===== src/rtl/proc_mem_pkg.sv =====
// Shared definitions for the processor memory responder: FSM encoding and latency limits.
package proc_mem_pkg;

    typedef enum logic [1:0] {
        IDLE = 2'd0,
        BUSY = 2'd1,
        DONE = 2'd2
    } state_e;

    localparam int LATENCY_MAX = 15;
    localparam int CNT_W       = 4;
    localparam int DATA_W      = 16;
    localparam int ADDR_W      = 16;

endpackage


===== src/rtl/mem_resp_array.sv =====
// Word storage for the responder: synchronous write, asynchronous read, never reset.
module mem_resp_array
    import proc_mem_pkg::*;
#(
    parameter int DEPTH_LOG2 = 8
) (
    input  logic                  clk,
    input  logic                  we,
    input  logic [DEPTH_LOG2-1:0] widx,
    input  logic [DATA_W-1:0]     wdata,
    input  logic [DEPTH_LOG2-1:0] ridx,
    output logic [DATA_W-1:0]     rdata
);

    logic [DATA_W-1:0] mem_q [2**DEPTH_LOG2];

    always_ff @(posedge clk) begin
        if (we) begin
            mem_q[widx] <= wdata;
        end
    end

    assign rdata = mem_q[ridx];

endmodule


===== src/rtl/mem_responder.sv =====
// Fixed-latency memory responder for a processor memory stage: stalls the pipe,
// pulses done after LATENCY cycles, flags malformed requests with err.
//   state | meaning
//   IDLE  | no request in flight, ready to accept
//   BUSY  | request latched, latency counter running
//   DONE  | completion cycle: done=1, read data valid, may accept next request
module mem_responder
    import proc_mem_pkg::*;
#(
    parameter int LATENCY    = 2,
    parameter int DEPTH_LOG2 = 8
) (
    input  logic              clk,
    input  logic              rst,
    input  logic [ADDR_W-1:0] addr,
    input  logic [DATA_W-1:0] data_in,
    input  logic              rd,
    input  logic              wr,
    output logic [DATA_W-1:0] data_out,
    output logic              stall,
    output logic              done,
    output logic              err
);

    localparam int LAT_C = (LATENCY < 1) ? 1 : ((LATENCY > LATENCY_MAX) ? LATENCY_MAX : LATENCY);
    localparam logic [CNT_W-1:0] CNT_LOAD = CNT_W'(LAT_C - 1);

    state_e                  state_q, state_d;
    logic [CNT_W-1:0]        cnt_q, cnt_d, cnt_dec;
    logic [DEPTH_LOG2-1:0]   idx_q, idx_d, widx;
    logic [DATA_W-1:0]       data_q, data_d, wdata, rdata;
    logic                    wop_q, wop_d;
    logic                    err_q, err_d;
    logic                    we, req, legal;

    // Address bits above the storage index are don't-care, so addresses wrap.
    logic unused_addr_hi;
    assign unused_addr_hi = ^addr[ADDR_W-1:DEPTH_LOG2+1];

    assign req     = rd | wr;
    assign legal   = (rd ^ wr) & ~addr[0];
    assign cnt_dec = cnt_q - 4'd1;

    always_comb begin
        state_d = state_q;
        cnt_d   = cnt_q;
        idx_d   = idx_q;
        data_d  = data_q;
        wop_d   = wop_q;
        err_d   = 1'b0;
        stall   = 1'b0;
        we      = 1'b0;
        widx    = idx_q;
        wdata   = data_q;
        case (state_q)
            IDLE, DONE: begin
                state_d = IDLE;
                cnt_d   = '0;
                if (legal) begin
                    stall  = 1'b1;
                    idx_d  = addr[DEPTH_LOG2:1];
                    data_d = data_in;
                    wop_d  = wr;
                    if (LAT_C == 1) begin
                        // No BUSY phase: the write lands on the accept edge itself.
                        state_d = DONE;
                        we      = wr;
                        widx    = addr[DEPTH_LOG2:1];
                        wdata   = data_in;
                    end else begin
                        state_d = BUSY;
                        cnt_d   = CNT_LOAD;
                    end
                end else if (req) begin
                    err_d = 1'b1;
                end
            end
            BUSY: begin
                stall = 1'b1;
                cnt_d = cnt_dec;
                if (cnt_dec == '0) begin
                    state_d = DONE;
                    we      = wop_q;
                end
            end
            default: begin
                state_d = IDLE;
                cnt_d   = '0;
            end
        endcase
    end

    always_ff @(posedge clk or negedge rst) begin
        if (!rst) begin
            state_q <= IDLE;
            cnt_q   <= '0;
            idx_q   <= '0;
            data_q  <= '0;
            wop_q   <= 1'b0;
            err_q   <= 1'b0;
        end else begin
            state_q <= state_d;
            cnt_q   <= cnt_d;
            idx_q   <= idx_d;
            data_q  <= data_d;
            wop_q   <= wop_d;
            err_q   <= err_d;
        end
    end

    mem_resp_array #(
        .DEPTH_LOG2 (DEPTH_LOG2)
    ) u_array (
        .clk   (clk),
        .we    (we),
        .widx  (widx),
        .wdata (wdata),
        .ridx  (idx_q),
        .rdata (rdata)
    );

    assign done     = (state_q == DONE);
    assign err      = err_q;
    assign data_out = (state_q == DONE && !wop_q) ? rdata : '0;

endmodule


===== config.mk =====
export PLATFORM = sky130hd
export DESIGN_NAME = mem_responder
export DESIGN_NICKNAME = d
export VERILOG_FILES = /design/src/rtl/proc_mem_pkg.sv /design/src/rtl/mem_resp_array.sv /design/src/rtl/mem_responder.sv
export SDC_FILE = /design/constraint.sdc
export NUM_CORES = 2
export LEC_CHECK = 0
export CAP_MARGIN = 20
export CORE_MARGIN = 1
export CORE_UTILIZATION = 45
export DETAILED_ROUTE_END_ITERATION = 10
export PLACE_DENSITY = 0.6
export REMOVE_ABC_BUFFERS = 1
export SLEW_MARGIN = 10
export SYNTH_ARGS = -nofsm -noshare
export SYNTH_HDL_FRONTEND = slang
export SYNTH_SLANG_ARGS = --single-unit

===== constraint.sdc =====
create_clock -name clk -period 6.9 [get_ports clk]
set_input_delay 1.035 -clock clk [delete_from_list [all_inputs] [get_ports clk]]
set_output_delay 1.035 -clock clk [all_outputs]
set_load 0.005 [all_outputs]

Word level (Yosys, flattened, before mapping):

Memories as Yosys holds them, arrays and structs flattened.
Index checks and enable logic that the tools add are counted.

* register bits: 32
* input bits: 36
* RAM bits: 4096
* memories kept: 1
* output and inout port bits: 19

Memory list
* u_array.mem_q: depth 256, width 16, read ports 1, clocked after Yosys merged registers in 0, write ports 1, line mem_resp_array.sv:15 `logic [DATA_W-1:0] mem_q [2**DEPTH_LOG2];`

* reductions and logical operators: 6
* bitwise operators: 4
* add/subtract/negate cells: 1
* muxes and demuxes: 15
* equality and inequality tests: 3

Operators with widths (count)
* $mux 16: 1
* $mux 1: 10
* $pmux 4 s2: 1
* $logic_not 4->1: 1
* $pmux 2 s2: 1
* $sub 4x1->4 const B: 1
* $eq 2x1->1 const B: 1
* $eq 2x2->1 const B: 1
* $logic_not 2->1: 1
* $mux 2: 1
* $ne 2x2->1 const B: 1
* $pmux 1 s2: 1
* $reduce_and 2->1: 1
* $reduce_or 2->1: 1
* $and 1x1->1: 1
* $logic_and 1x1->1: 1
* $logic_not 1->1: 1
* $not 1->1: 1
* $or 1x1->1: 1
* $xor 1x1->1: 1

Longest topological paths before layout:

* depth after elaboration: 6
* mapped depth: 12
* mapped depth without buffers: 9

By module:

A second synthesis with hierarchy kept.

* cells, all modules: 7460
* area, all modules: 159870.8 um^2

By module, submodules not included
* mem_resp_array: cells an instance 7344, area an instance 158394.4 um^2, instances 1
* mem_responder: cells an instance 116, area an instance 1476.4 um^2, instances 1

Least setup slack after synthesis:

Ideal clock, no wire load.

* path type: reg2reg
* start point: register data_q[0]
* end point: memory u_array.mem_q[0][0], data pin
* period minus slack after synthesis: 3987 ps
* arrival time: 3183 ps
* required time: 6096 ps
* cell stages (with the launch flop): 1
* path buffers: 0
* setup slack: 2913 ps
* path through: dfrtp_1

RTL lines
* start: declaration: line mem_responder.sv:31 `logic [DATA_W-1:0] data_q, data_d, wdata, rdata;`
* start signal: assignment: line mem_responder.sv:105 `data_q <= data_d;`
* end: declaration: line mem_resp_array.sv:15

Straight into the memory's write port.

Worst setup path after layout:

* start point: register idx_q[0]
* end point: output data_out[6]

* longest elaborated chain between the ends: 2

RTL lines
* start: declaration: line mem_responder.sv:30 `logic [DEPTH_LOG2-1:0] idx_q, idx_d, widx;`
* start signal: assignment: line mem_responder.sv:104 `idx_q <= idx_d;`
* $mem_v2 256x16
* $mux 16: line mem_responder.sv:124 `assign data_out = (state_q == DONE && !wop_q) ? rdata : '0;`
* end: declaration: line mem_responder.sv:19 `output logic [DATA_W-1:0] data_out,`

No other way between the ends.

==> summary.md <==
| Metric | Value |
|---|---|
| Via-per-instance ratio | `5.888` |
| CP Capture Type | `primary output` |
| Wire length per cell | `29.84 um` |
| Pre-antenna DRT Iters | `6` |
| Synth async-reset ratio | `0.007752` |
| Cts bufs inserted | `405` |
| First-pass GRT wire length | `572.5 mm` |
| CP required | `5860 ps` |
| Clock Sinks | `4,128` |
| Die Footprint | `356,300 sq um` |
| Vias in the first global route | `78,970` |
| Crit Path Max Fanout | `25` |
| Post-Synth Simple-Gate Area | `0.03008` |
| Root Buffer | `clkbuf_16` |
| Kind of critical path | `reg2out` |
| Fin util | `0.5124` |
| Clk_lat worst skew | `960 ps` |
| Reg2reg setup slack | `2410 ps` |
| Synth Warn # | `0` |
| CP max-delay cell | `dfrtp_4` |
| Maximum buffer depth of the clock tree | `4` |
| CTS Hold Bufs | `0` |
| DIE WIDTH | `596.9 um` |
| Rel. slew slack | `0.2177` |
| Via count | `79,590` |
| CP Buf/Inv Count | `2` |
| Static leakage | `58.15 nW` |
| Layout cells sized above 1 | `0.1892` |
| Final hold violation count | `0` |
| CP delay by family, top | `simple AND/OR/NAND/NOR gates` |
| Total gr overflow | `0` |
| Slew @ Worst Pin | `1173 ps` |
| Register area share after synthesis | `0.7774` |
| Reg-to-Reg Start | `idx_q[3]` |
| CTS tree | `built` |
| RR Endpoint | `u_array.mem_q[174][9]` |
| Pin count of the biggest net entering global routing | `208` |
| Drt drc | `0` |
| Row count | `218` |
| Initial antenna violation count | `12` |
| Clock skew | `34.83 ps` |
| Post-synthesis adder-cell area fraction | `0.0002357` |
| FILL cells | `27,950` |
| Minimum clock period | `6889 ps` |
| H-tree Lvls | `5` |
| Register bit total from synthesis | `4,128` |
| Global Route Usage Sum | `0.2224` |
| Min-delay worst type | `in2async` |
| Largest stage delay, worst path | `870 ps` |
| Max-Cap Viols | `0` |
| Fin crit share | `0.9984` |
| Mux cell area share after synthesis | `0.1385` |
| Critical Path AT | `5850 ps` |
| Ys flop type | `edfxtp_1` |
| Non-filler instance count after layout | `13,520` |
| Setup_tns | `0 ps` |
| Antenna Nets Post-Route | `0` |
| Commonest non-fill, non-tap cells in the layout | `4,096 x edfxtp_1, 991 x mux2i_1, 539 x mux4_2` |
| Port bufs | `47` |
| Synth Area in Compound Gates | `0.03745` |
| Synth Instances | `7,985` |
| DRT iter0 DRCs | `8,456` |
| Max Slew Vio Count | `0` |
| Cell variety after synth | `55` |
| Ports | `55` |
| Final wirelength | `403.3 mm` |
| Layout Nets | `8,490` |
| Worst Setup Start Kind | `register` |
| Post-synth EDFFs | `4,096` |
| Pwr/cell area | `396.0 nW/um^2` |
| Area growth syn-to-layout | `13.39%` |
| Largest family of logic cells by synthesized area | `multiplexers` |
| Commonest non-fill, non-tap cell in the layout | `edfxtp_1` |
| RSZ-0062 raised after global routing | `no` |
| R2R depth | `7` |
| GP Congestion | `0.8869` |
| Synth Area per Inst | `19.94 sq um` |
| Setup Viol. Count Final | `0` |
| CORE AREA | `352,400 sq um` |
| Placed cell count | `12,760` |
| VDD IR max | `0.0003353 V` |
| Clock transition at the registers of the reported paths | `60 ps` |
| Post-DP HPWL | `237.4 mm` |
| Max Clk Rate | `145.2 MHz` |
| Outcome | `completed` |
| DIE HEIGHT | `596.9 um` |
| Post-Syn Area | `159,300 sq um` |
| XOR/XNOR Fraction of Synth Area | `0.0001100` |
| Starting density of the core | `0.4519` |
| Cell Chain, Critical Path | `nand4bb_4 -> buf_4 -> o22ai_1 -> nor4_1 -> nand2_1 -> o31ai_1 -> nand4_1 -> or2_1 -> clkdlybuf4s50_1` |
-- area by class of cell --
type / count / area, sq um / area share
well taps: 4730 / 5918 / 0.03277
diodes: 13 / 32.53 / 0.0001802
inverters: 8 / 30.03 / 0.0001663
clock inverters: 211 / 1863 / 0.01032
clock buffers: 519 / 10740 / 0.05949
flip-flops and latches: 4128 / 123900 / 0.6860
repair buffers: 548 / 5000 / 0.02769
multi-input cells: 3360 / 33110 / 0.1834
-- logic make-up after synthesis --
| family | after synthesis |
|---|---|
| adder cells (fa/ha/maj) | 3 |
| AND/OR/NAND/NOR | 985 |
| multiplexers | 1530 |
| AO/OA/AOI/OAI | 840 |
| buffers and inverters | 497 |
| flip-flops | 4128 |
| XOR/XNOR | 2 |
-- worst max path at each step --
stage	start	to	slack (ps)	cells past startpoint
floorplan	idx_q[1]	u_array.mem_q[167][0]	-50320	2
global placement	idx_q[1]	data_out[11]	770	10
detailed placement	idx_q[1]	data_out[11]	890	10
CTS	idx_q[0]	data_out[11]	60	9
global route	idx_q[3]	data_out[6]	40	10
finish	idx_q[0]	data_out[6]	10	9
-- flip-flops by register name, indices dropped and copies added (netlist names) --
name,flops
u_array.mem_q,4096
data_q,16
idx_q,8
cnt_q,4
state_q,2
err,1
wop_q,1
-- Yosys cell counts, drive strengths merged (5+ instances only) --
library cell | n | area, sq um
o2111ai | 15 | 131.4
nor2b | 61 | 384.1
and3 | 80 | 500.5
nand2b | 19 | 118.9
nor2 | 319 | 1197
o21ai | 22 | 110.1
a21oi | 16 | 80.08
a22o | 16 | 140.1
nand3 | 145 | 725.7
o211ai | 31 | 232.7
and2 | 5 | 31.28
o22ai | 265 | 1658
o311ai | 15 | 131.4
edfxtp | 4096 | 123000
mux4 | 539 | 12140
nand4 | 52 | 331.6
or2 | 16 | 100.1
nor4 | 61 | 381.6
clkbuf | 181 | 680.7
dfrtp | 32 | 800.8
nand2 | 184 | 690.7
inv | 8 | 30.03
a22oi | 378 | 2838
o31ai | 61 | 457.9
nor3 | 22 | 115.1
mux2i | 991 | 9920
a221oi | 17 | 148.9
buf | 308 | 1874
-- layer usage --
metal | wire [um] | global-route usage | part of all wire
met1 | 168000 | 0.3132 | 0.42
met4 | 15270 | 0.08157 | 0.038
met2 | 193100 | 0.3557 | 0.48
met5 | 13 | 0 | 0.000032
met3 | 26920 | 0.03075 | 0.067
-- timing repair --
action,CTS,global route
setup buffers,8,0
gates resized for setup,1,1
endpoints found under the setup margin,7,1
-- worst reg2reg max path: stages, from the launching register on --
cell and delay, ps:
dfrtp_4 840, buf_4 520, and2_1 220, buf_4 470
nand2_2 550, buf_4 440, nor2_1 760, buf_4 360
-- stage by stage --
stage               total power, mW  instance area [sq um]  hold slack [ps]  setup WS, ps
floorplan                     43.57                 156700            459.1        -50320
global placement              50.49                 167700            483.9         770.0
detailed placement            50.91                 167800            482.5         887.3
CTS                           72.01                 180500            79.62         60.97
global route                  73.84                 180500            154.4         37.24
finish                        71.51                 180600            133.0         11.08
-- power breakdown --
part	switching [mW]	internal (mW)
logic	11.7	6.38
registers	1.16	31.1
clock network	9.20	12.0
No activity file was read; power rests on OpenSTA's default activity.
